`config.mk`:
```
export PLATFORM = sky130hd
export DESIGN_NAME = mem_access_stage
export DESIGN_NICKNAME = d
export VERILOG_FILES = /design/src/rtl/mem_access_stage_pkg.sv /design/src/rtl/mem_access_stage_load_align.sv /design/src/rtl/mem_access_stage.sv
export SDC_FILE = /design/constraint.sdc
export NUM_CORES = 1
export LEC_CHECK = 0
export BUFFER_PORTS_ARGS = -buffer_cell sky130_fd_sc_hd__buf_2
export CAP_MARGIN = 20
export CORE_MARGIN = 8
export CORE_UTILIZATION = 40
export DETAILED_ROUTE_END_ITERATION = 6
export PLACE_DENSITY_LB_ADDON = 0.15
export REMOVE_ABC_BUFFERS = 1
export SLEW_MARGIN = 40
export SYNTH_ARGS = -nofsm -noshare
export SYNTH_HDL_FRONTEND = slang
export SYNTH_SLANG_ARGS = --single-unit
```
`constraint.sdc`:
```
create_clock -name clk -period 1.2 [get_ports clk]
set_input_delay 0.06 -clock clk [delete_from_list [all_inputs] [get_ports clk]]
set_output_delay 0.06 -clock clk [all_outputs]
set_load 0.03 [all_outputs]
```
`src/rtl/mem_access_stage_pkg.sv`:
```
// Shared encodings for the MEM stage: access sizes, FSM states, timeout default.
// Optional bus timeout is enabled by defining MEM_TIMEOUT_EN.
package mem_access_stage_pkg;

    localparam logic [1:0] SZ_BYTE = 2'b00;
    localparam logic [1:0] SZ_HALF = 2'b01;
    localparam logic [1:0] SZ_WORD = 2'b10;

    localparam int TIMEOUT_DEFAULT = 64;

    typedef enum logic [1:0] {
        ST_IDLE = 2'd0,
        ST_BUSY = 2'd1,
        ST_DONE = 2'd2
    } state_t;

endpackage

```
`src/rtl/mem_access_stage_load_align.sv`:
```
// Load lane select and zero/sign extension, little-endian.
// Latency: purely combinational.
// Backpressure: none; output follows inputs.
module mem_access_stage_load_align
    import mem_access_stage_pkg::*;
(
    input  logic [31:0] rdata,
    input  logic [1:0]  offset,
    input  logic [1:0]  size,
    input  logic        signext,
    output logic [31:0] data
);

    logic [7:0]  byte_lane;
    logic [15:0] half_lane;

    assign byte_lane = rdata[{offset, 3'b000} +: 8];
    assign half_lane = offset[1] ? rdata[31:16] : rdata[15:0];

    always_comb begin
        data = rdata;
        case (size)
            SZ_BYTE: data = signext ? {{24{byte_lane[7]}}, byte_lane} : {24'h0, byte_lane};
            SZ_HALF: data = signext ? {{16{half_lane[15]}}, half_lane} : {16'h0, half_lane};
            default: data = rdata;
        endcase
    end

endmodule

```
`src/rtl/mem_access_stage.sv`:
```
// MEM pipeline stage: one outstanding load/store on a req/ack data port (MEM_TIMEOUT_EN adds bus timeout).
// Latency: 3 cycles minimum per memory op, +1 per extra ack wait; non-memory ops pass through combinationally.
// Backpressure: mem_stall holds the upstream pipeline while a request is being issued or is outstanding.
module mem_access_stage
    import mem_access_stage_pkg::*;
#(
    parameter int TIMEOUT_CYCLES = TIMEOUT_DEFAULT
) (
    input  logic        clk,
    input  logic        rst,
    input  logic        exmmemread,
    input  logic        exmmemwrite,
    input  logic [1:0]  exmsize,
    input  logic        exmsignext,
    input  logic [31:0] exmaluresult,
    input  logic [31:0] exmwritedata,
    input  logic        exmregwrite,
    input  logic        exmmemtoreg,
    input  logic [4:0]  exmrd,
    output logic        mem_req,
    output logic        mem_we,
    output logic [31:0] mem_addr,
    output logic [3:0]  mem_be,
    output logic [31:0] mem_wdata,
    input  logic [31:0] mem_rdata,
    input  logic        mem_ack,
    output logic [31:0] data,
    output logic        memregwrite,
    output logic        memmemtoreg,
    output logic [31:0] memaluresult,
    output logic [4:0]  memrd,
    output logic        mem_stall,
    output logic        mem_misalign,
    output logic        mem_buserr
);

    state_t      state, state_nxt;
    logic        memop, misalign, timeout, buserr;
    logic        req_q, we_q;
    logic [29:0] addr_q;
    logic [3:0]  be_q, be_nxt;
    logic [31:0] wdata_q, wdata_nxt, rdata_q, aligned;

    assign memop    = exmmemread | exmmemwrite;
    // Size 2'b11 is treated as a word, so any size with bit 1 set needs word alignment.
    assign misalign = memop & (((exmsize == SZ_HALF) & exmaluresult[0]) |
                               (exmsize[1] & (|exmaluresult[1:0])));

    always_comb begin
        be_nxt    = 4'b1111;
        wdata_nxt = exmwritedata;
        case (exmsize)
            SZ_BYTE: begin
                be_nxt    = 4'b0001 << exmaluresult[1:0];
                wdata_nxt = {4{exmwritedata[7:0]}};
            end
            SZ_HALF: begin
                be_nxt    = exmaluresult[1] ? 4'b1100 : 4'b0011;
                wdata_nxt = {2{exmwritedata[15:0]}};
            end
            default: ;
        endcase
    end

`ifdef MEM_TIMEOUT_EN
    localparam int CW = $clog2(TIMEOUT_CYCLES + 1);
    logic [CW-1:0] tmo_cnt;
    logic          buserr_q;

    assign timeout = (state == ST_BUSY) & ~mem_ack & (tmo_cnt == CW'(TIMEOUT_CYCLES - 1));
    assign buserr  = (state == ST_DONE) & buserr_q;

    always_ff @(posedge clk) begin
        if (rst) begin
            tmo_cnt  <= '0;
            buserr_q <= 1'b0;
        end else begin
            tmo_cnt  <= (state == ST_BUSY && state_nxt == ST_BUSY) ? tmo_cnt + 1'b1 : '0;
            buserr_q <= timeout;
        end
    end
`else
    assign timeout = 1'b0;
    assign buserr  = 1'b0;
`endif

    always_comb begin
        state_nxt = state;
        mem_stall = 1'b0;
        case (state)
            ST_IDLE: begin
                if (memop && !misalign) begin
                    mem_stall = 1'b1;
                    state_nxt = ST_BUSY;
                end
            end
            ST_BUSY: begin
                mem_stall = 1'b1;
                if (mem_ack || timeout) state_nxt = ST_DONE;
            end
            ST_DONE: state_nxt = ST_IDLE;
            default: state_nxt = ST_IDLE;
        endcase
    end

    always_ff @(posedge clk) begin
        if (rst) begin
            state   <= ST_IDLE;
            req_q   <= 1'b0;
            we_q    <= 1'b0;
            addr_q  <= '0;
            be_q    <= '0;
            wdata_q <= '0;
            rdata_q <= '0;
        end else begin
            state <= state_nxt;
            if (state == ST_IDLE && state_nxt == ST_BUSY) begin
                req_q   <= 1'b1;
                we_q    <= exmmemwrite;
                addr_q  <= exmaluresult[31:2];
                be_q    <= be_nxt;
                wdata_q <= wdata_nxt;
            end else if (state == ST_BUSY && state_nxt == ST_DONE) begin
                req_q   <= 1'b0;
                we_q    <= 1'b0;
                // A timed-out access returns zero rather than whatever is on the bus.
                rdata_q <= mem_ack ? mem_rdata : '0;
            end
        end
    end

    mem_access_stage_load_align u_load_align (
        .rdata   (rdata_q),
        .offset  (exmaluresult[1:0]),
        .size    (exmsize),
        .signext (exmsignext),
        .data    (aligned)
    );

    assign mem_req      = req_q;
    assign mem_we       = we_q;
    assign mem_addr     = {addr_q, 2'b00};
    assign mem_be       = be_q;
    assign mem_wdata    = wdata_q;
    assign data         = exmmemread ? aligned : '0;
    assign memregwrite  = exmregwrite & ~misalign & ~buserr;
    assign memmemtoreg  = exmmemtoreg;
    assign memaluresult = exmaluresult;
    assign memrd        = exmrd;
    assign mem_misalign = misalign;
    assign mem_buserr   = buserr;

endmodule

```
== Word-level counts from Yosys, hierarchy flattened ==
Cells that the tools add are included.
Cells by class
  add/subtract/negate cells: 0
  $mul: 0
  divide/modulo/power cells: 0
  order comparisons: 0
  equal/unequal tests: 4
  shift-type cells: 2
  mux-type cells: 17
  bitwise logic cells: 8
  reduce and logical (&&, ||, !) cells: 9
Operators by type and width (count)
  2-to-1 mux 32 bit: 4
  case mux 32 bit (2 select lines): 2
  indexed part select 32 x 6 -> 8 bit: 1
  2-to-1 mux 16 bit: 1
  case mux 4 bit (2 select lines): 1
  equality test 2 x 1 -> 1 bit, second input constant: 3
  AND 1 bit: 4
  zero test 2 bit: 2
  2-to-1 mux 1 bit: 4
  2-to-1 mux 2 bit: 2
  2-to-1 mux 4 bit: 1
  case mux 2 bit (2 select lines): 1
  << shifter 1 x 2 -> 4 bit, first input constant: 1
  logical AND 1 bit: 3
  equality test 2 bit, second input constant: 1
  NOT 1 bit: 2
  OR 1 bit: 2
  case mux 1 bit (2 select lines): 1
  AND reduction 2 bit: 1
  nonzero test 2 bit: 1
  OR reduction 2 bit: 1
  zero test 1 bit: 1
Word-level totals
  register bits: 102
  latch bits: 0
  memory bits (writable): 0
  ROM bits: 0
  bits of input ports: 111
  output and inout bits: 144
  memories: 0

== Depth between registers and ports, before layout ==
Gate-level depths: netlist of run 1.
  depth in word-level cells: 12
  depth in mapped cells: 8
  depth with buffers taken out: 4

== Modules after synthesis ==
Synthesis of run 1 repeated with hierarchy kept, for this count alone.
Second synthesis, totals
  cells, all modules: 692
  area, all modules: 5521.5 µm²
Modules (own cells, without submodules)
  mem_access_stage: times used 1, cells each 569, area each 4815.9 µm²
  mem_access_stage_load_align: times used 1, cells each 123, area each 705.7 µm²

== Worst setup path before layout of run 1 ==
No wires, ideal clock.
  path type: reg-to-output
  from: reg rdata_q[23]
  to: out data[10]
  arrival time: 1.637 ns
  slack: -0.497 ns
  stages on the path, launching flop included: 5
  cells stage by stage: dfxtp_1 mux2i_1 nor3_2 o21ai_1 a21boi_0
On the way
  cells in the longest elaborated chain, start to end: 4
RTL lines
  start, declared: RTL line mem_access_stage.sv:42  | logic [31:0] wdata_q, wdata_nxt, rdata_q, aligned;
  start signal, assigned: RTL line mem_access_stage.sv:127  | rdata_q <= mem_ack ? mem_rdata : '0;
  indexed part select 32 x 6 -> 8 bit: RTL line mem_access_stage_load_align.sv:17  | assign byte_lane = rdata[{offset, 3'b000} +: 8];
  2-to-1 mux 32 bit: RTL line mem_access_stage_load_align.sv:23  | SZ_BYTE: data = signext ? {{24{byte_lane[7]}}, byte_lane} : {24'h0, byte_lane};
  case mux 32 bit (2 select lines): RTL line mem_access_stage_load_align.sv:22  | case (size)
  2-to-1 mux 32 bit: RTL line mem_access_stage.sv:145  | assign data = exmmemread ? aligned : '0;
  end, declared: RTL line mem_access_stage.sv:27  | output logic [31:0] data,
Every way passes these cells.

== Worst setup path in the final report of run 1 ==
  from: reg rdata_q[7]
  to: out data[26]
The elaborated chain is that of the path after synthesis.

==> results of run 1 <==
-- sequential cells by signal, indices dropped and copies added (netlist names) --
| name | cells |
|---|---|
| mem_req | 1 |
| mem_we | 1 |
| mem_be | 4 |
| addr_q | 30 |
| state | 2 |
| rdata_q | 32 |
| mem_wdata | 32 |
-- metrics by stage --
step / TNS [ns] / cells
3_5_place_dp: -20.89 / 973
5_1_grt: -40.48 / 1111
4_1_cts: -35.04 / 1103
6_report: -32.60 / 1111
3_3_place_gp: -15.77 / 973
2_1_floorplan: -102.38 / 541
-- synthesized netlist by cell type (all sizes together), types with 2 or more instances --
cell type,n
nand2,170
o2bb2ai,7
a22oi,14
nor2b,2
nor2,31
clkbuf,27
nor3,7
a311oi,10
inv,20
mux2,9
a21oi,99
o211ai,8
mux2i,18
o31ai,2
a21boi,7
a211oi,8
o21ai,14
dfxtp,102
buf,62
-- cell type report --
type                    instances  area (sq um)  area share, %
repair buffers                406          3380           36.0
multi-input cells             419          3370           35.9
flip-flops and latches        102          2070           22.0
clock buffers                  12           256           2.73
well taps                     147           184           1.96
inverters                      20          75.1          0.799
clock inverters                 4          55.1          0.586
diodes                          1          2.50         0.0266
-- layer usage --
| metal | GRT usage, % | part of all wire (%) | wire [um] | vias to the layer above |
|---|---|---|---|---|
| li1 | - | - | - | 2739 |
| met2 | 44.6 | 52 | 12100 | 343 |
| met4 | 12.8 | 4.5 | 1040 | 0 |
| met1 | 26.6 | 35 | 8110 | 2949 |
| met3 | 6.70 | 8.3 | 1930 | 83 |
| met5 | 0 | 0 | 0 | - |
-- worst max-delay path, delay by kind of cell, from the launching register on --
kind,cells,cell delay (ns)
muxes,1,0.19
AOI/OAI and AO/OA,2,0.26
and+or+nand+nor,1,0.06
buffers and inverters,4,0.58
DFF,1,0.34
-- logic make-up (layout without fill, tap and decap cells) --
logic type / count (synthesis) / in the layout
other: 1 / 4
AOI/OAI and AO/OA: 172 / 172
muxes: 27 / 27
buffers and inverters: 109 / 442
DFF: 102 / 102
and+or+nand+nor: 217 / 217
-- report_power, final --
part | internal [mW] | switching (mW)
logic | 1.49 | 1.96
clock network | 1.74 | 1.31
registers | 3.61 | 0.158
total | 6.84 | 3.43
-- final timing paths --
| check | start | endpoint | slack (ns) |
|---|---|---|---|
| max | rdata_q[7] | data[26] | -0.63 |
| min reg2reg | mem_wdata[25] | mem_wdata[25] | 0.46 |
| min | exmwritedata[0] | mem_wdata[0] | 0.01 |
| max reg2reg | state[1] | mem_wdata[30] | -0.28 |
-- what timing repair did --
item                                    4_1_cts  5_1_grt
cloned                                       16        6
buffers inserted                             30       13
gates resized for setup                     222      214
hold endpoints to repair                     68        0
hold buffers                                 68        0
endpoints found under the setup margin      134      137
pin swaps                                    77      115
==> metrics.log, run 1 <==
INFO  metric outcome = complete, but fails checks
INFO  metric failed_checks = setup timing
INFO  metric ys_top_cells_by_area = dfxtp_1 42%, nand2_1 13%, a21oi_1 9.1%
INFO  metric die_x = 127 um
INFO  metric worstSetupStartpointType = register
INFO  metric clock_insertion_delay_worst_skew = 0.34 ns
INFO  metric firstDrtPassIters = 7
INFO  metric clkSlewWorstSetupHoldPaths = 0.07 ns
INFO  metric area_growth = 91.1%
INFO  metric detail-route-antenna-nets = 0
INFO  metric setup_viol_count_final = 134
INFO  metric port_buffers = 239
INFO  metric clock_skew = 0.00722 ns
INFO  metric worstHoldPathType = input port to register
INFO  metric clk_path_buf_depth = 2
INFO  metric core_area = 12000 sq um
INFO  metric synth_top_family_by_area = compound AO/OA/AOI/OAI gates
INFO  metric floorplan.initialDensity = 40.9%
INFO  metric clock_sinks = 102
INFO  metric yosys.area_share.simple = 17.5%
INFO  metric adder_and_majority_gate_portion_of_the_synthesized_area = 0%
INFO  metric powerDensity = 1090 nW/um^2
INFO  metric placed_cell_area = 6150 sq um
INFO  metric drive_above_1_share = 62.1%
INFO  metric yosys_warnings = 0
INFO  metric cell_with_the_biggest_individual_delay_on_the_critical_path = dfxtp_2
INFO  metric vias = 6114
INFO  metric report.power.total = 10.3 mW
INFO  metric place_worst_setup_slack = -0.360 ns
INFO  metric critical_path_class = register to output pin
INFO  metric clock.fmax = 547 MHz
INFO  metric worst_hold_path.num_cells = 3
INFO  metric detailed_route_iter0_violations = 436
INFO  metric share_of_synthesized_flip_flops_with_an_asynchronous_set_or_reset = 0%
INFO  metric synth-xor-area-share = 0%
INFO  metric wl = 23200 um
INFO  metric cp-end-kind = output pin
INFO  metric grt_use_total = 25.1%
INFO  metric final_area = 9400 sq um
INFO  metric post-synth-top-area-cell = dfxtp_1
INFO  metric critPathMostFrequentCell = buf_6
INFO  metric first_global_vias = 6120
INFO  metric mostFrequentLayoutCell = buf_2
INFO  metric cts.htree.levels = 3
INFO  metric whs = 0.0131 ns
INFO  metric crit_chain = mux2i_4, nor3_4, buf_6, o31ai_4, buf_6, buf_16, a21oi_2, buf_6
INFO  metric synth_top_flop_cell = dfxtp_1
INFO  metric crit_path_max_incr_delay = 0.34 ns
INFO  metric globalplace.congestion = 0.872
INFO  metric cellLeakagePower = 4.15 nW
INFO  metric die_area = 16100 sq um
INFO  metric final_core_utilization = 78.2%
INFO  metric ioPinCount = 255
INFO  metric cts.root.buffer_cell = clkbuf_16
INFO  metric post_synthesis_compound_gate_area_fraction = 22.1%
INFO  metric r2r.worst_path.cells = 7
INFO  metric grt_start_max_net_pins = 33
INFO  metric netlist_area = 4920 sq um
INFO  metric fp-row-count = 40
INFO  metric vias_per_cell = 5.50
INFO  metric post_synth_mux_area_share = 5.73%
INFO  metric final_min_period = 1.83 ns
INFO  metric initial_antenna_violation_count = 1
INFO  metric drt_wl_cell = 20.9 um
INFO  metric hold_violations = 0
INFO  metric avgSynthCellArea = 7.83 sq um
INFO  metric grt.overflow.total = 0
INFO  metric report.final.slew_viol_count = 0
INFO  metric finalCritPeriodShare = 152%
INFO  metric grt_first_pass_wirelength = 32600 um
INFO  metric die_height = 127 um
INFO  metric cp.arrival = 1.77 ns
INFO  metric peakVddDrop = 596 uV
INFO  metric final_nets = 1069
INFO  metric crit_path_max_fanout = 8
INFO  metric unrepaired_setup_endpoints_after_global_routing = yes
INFO  metric netlist_instances = 628
INFO  metric post-route-drc-count = 0
INFO  metric synth_edf_count = 0
INFO  metric final_cell_mix = 202 x buf_2, 95 x nand2_1, 85 x dfxtp_1
INFO  metric maxCapViolations = 0
INFO  metric filler_cell_count = 755
INFO  metric yosysSeqAreaShare = 41.5%
INFO  metric dp.final_hpwl = 12700 um
INFO  metric cts_buffers = 9
INFO  metric yosys.cell_types.count = 39
INFO  metric worst_path_setup_slack_after_routing = -0.629 ns
INFO  metric critPathRequiredTime = 1.14 ns
INFO  metric flip_flop_and_latch_count_after_synthesis = 102
INFO  metric tritoncts = done
INFO  metric netlist.area_leader.share = 41.5%
(Power assumes the default switching activity.)
==> inputs of run 2 (changes only) <==
MAX_ROUTING_LAYER = met4   (was unset)
SKIP_CTS_REPAIR_TIMING = 1   (was unset)
==> metrics.log, run 2 (synthesized netlist as in run 1, its figures left out) <==
INFO  metric outcome = complete, but fails checks
INFO  metric failed_checks = hold timing, setup timing
INFO  metric ff2ff_setup_slack = -0.21 ns (+0.07 ns)
INFO  metric clock_skew = 0.00548 ns (-0.00174 ns)
INFO  metric placed_cell_area = 6150 sq um (unchanged)
INFO  metric fin_cells = 1090 (-1.9%)
INFO  metric finalCritPeriodShare = 159% (+6.8 points)
INFO  metric crit_chain = mux2i_4, nor3_4, buf_6, o31ai_4, clkbuf_16, a21oi_2, buf_6
INFO  metric crit_path_max_incr_delay = 0.36 ns (+0.02 ns)
INFO  metric initial_antenna_violation_count = 1 (unchanged)
INFO  metric timing.rr.start = state[0]
INFO  metric die_height = 127 um (unchanged)
INFO  metric worstSetupStartpointType = register
INFO  metric port_buffers = 239 (unchanged)
INFO  metric final_nets = 1048 (-2.0%)
INFO  metric critPathRequiredTime = 1.14 ns (about the same)
INFO  metric drive_above_1_share = 60.8% (-1.3 points)
INFO  metric maxCapViolations = 0 (unchanged)
INFO  metric cts.root.buffer_cell = clkbuf_16
INFO  metric unrepaired_setup_endpoints_after_global_routing = yes
INFO  metric grt_use_total = 20.3% (-4.8 points)
INFO  metric grt.overflow.total = 0 (unchanged)
INFO  metric worst_r2r_endpoint = mem_wdata[10]
INFO  metric final_min_period = 1.91 ns (+0.0819 ns)
INFO  metric detailed_route_iter0_violations = 462 (+6.0%)
INFO  metric clock_insertion_delay_worst_skew = 0.34 ns (about the same)
INFO  metric endpoint = data[22]
INFO  metric firstDrtPassIters = 5 (-2)
INFO  metric critPathMostFrequentCell = buf_6
INFO  metric cell_with_the_biggest_individual_delay_on_the_critical_path = o31ai_4
INFO  metric powerDensity = 1120 nW/um^2 (+2.7%)
INFO  metric tritoncts = done
INFO  metric cellLeakagePower = 3.95 nW (-4.9%)
INFO  metric cp-end-kind = output pin
INFO  metric core_area = 12000 sq um (unchanged)
INFO  metric vias = 5859 (-4.2%)
INFO  metric peakVddDrop = 587 uV (-1.4%)
INFO  metric clk_path_buf_depth = 2 (unchanged)
INFO  metric dp_cells = 973 (unchanged)
INFO  metric worst_hold_path.num_cells = 3 (unchanged)
INFO  metric report.power.total = 10.1 mW (-1.5%)
INFO  metric die_area = 16100 sq um (unchanged)
INFO  metric final_area = 9020 sq um (-4.0%)
INFO  metric clkSlewWorstSetupHoldPaths = 0.07 ns (about the same)
INFO  metric globalplace.congestion = 0.886 (+1.6%)
INFO  metric area_growth = 83.5%
INFO  metric final_core_utilization = 75.1% (-3.1 points)
INFO  metric worst_setup_path_start = rdata_q[7]
INFO  metric hold_violations = 2 (+2)
INFO  metric floorplan.initialDensity = 40.9% (unchanged)
INFO  metric grt_first_pass_wirelength = 26100 um (-20%)
INFO  metric drt_wl_cell = 20.2 um (-3.1%)
INFO  metric setup_viol_count_final = 131 (-2.2%)
INFO  metric report.final.slew_viol_count = 0 (unchanged)
INFO  metric setup-tns-final = -27.28 ns (+5.32 ns)
INFO  metric cts_buffers = 9 (unchanged)
INFO  metric wl = 22000 um (-4.9%)
INFO  metric ioPinCount = 255 (unchanged)
INFO  metric die_x = 127 um (unchanged)
INFO  metric post-route-drc-count = 0 (unchanged)
INFO  metric grt_start_max_net_pins = 45 (+36%)
INFO  metric place_worst_setup_slack = -0.360 ns (unchanged)
INFO  metric vias_per_cell = 5.38 (-2.3%)
INFO  metric final_cell_mix = 208 x buf_2, 100 x nand2_1, 85 x dfxtp_1
INFO  metric cp.arrival = 1.85 ns (+0.08 ns)
INFO  metric crit_path_max_fanout = 8 (unchanged)
INFO  metric clock.fmax = 523 MHz (-4.3%)
INFO  metric worstHoldPathType = input port to register
INFO  metric worst_path_setup_slack_after_routing = -0.711 ns (-0.0819 ns)
INFO  metric mostFrequentLayoutCell = buf_2
INFO  metric r2r.worst_path.cells = 6 (-1)
INFO  metric dp.final_hpwl = 12700 um (unchanged)
INFO  metric critical_path_class = register to output pin
INFO  metric detail-route-antenna-nets = 0 (unchanged)
INFO  metric cts.htree.levels = 3 (unchanged)
INFO  metric whs = -0.00641 ns (-0.0195 ns)
INFO  metric first_global_vias = 5033 (-18%)
INFO  metric clock_sinks = 102 (unchanged)
INFO  metric fp-row-count = 40 (unchanged)
==> run 2: cell count changes in the layout (fill, tap and decap cells not counted), sizes merged <==
cell         delta
and4b           +1
clkbuf          +9
dlygate4sd3     -6
buf            -25
==> run 2: worst min-delay path by stage <==
stage | slack [ns] | from | endpoint
2_1_floorplan | 0.12 | exmaluresult[0] | memaluresult[0]
3_3_place_gp | 0.12 | exmmemtoreg | memmemtoreg
3_5_place_dp | 0.12 | exmmemtoreg | memmemtoreg
4_1_cts | -0.05 | mem_rdata[8] | rdata_q[8]
5_1_grt | 0.000004 | mem_rdata[6] | rdata_q[6]
6_report | -0.006 | mem_rdata[6] | rdata_q[6]
==> run 2: critical path: cells and delay by family, from the launching register on <==
kind	cells	cell delay [ns]
compound gates	2	0.41
mux	1	0.19
flops	1	0.34
buf+inv	3	0.50
simple gates	1	0.07
==> run 2: where the power goes <==
group	internal, mW	leakage, nW	total (mW)	switching (mW)
clock	1.74	0.149	3.03	1.29
combinational	1.40	2.96	3.30	1.91
sequential	3.61	0.842	3.78	0.169
==> run 2: cell type report <==
class                      count  area (sq um)
multi-input combinational    420          3310
timing repair buffer         384          3070
fill                         833          2990
sequential                   102          2060
clock buffer                  12           256
tap                          147           184
inverter                      20          75.1
clock inverter                 4          55.1
antenna                        1          2.50
==> run 2: layer usage <==
layer / global-route usage (%) / up-vias / wire, um / part of all wire (%)
met4: 6.30 / 0 / 607 / 2.8
met2: 33.5 / 283 / 11500 / 52
met5: - / - / 0 / 0
met3: 4.69 / 51 / 1450 / 6.6
met1: 24.1 / 2820 / 8460 / 38
li1: - / 2705 / - / -
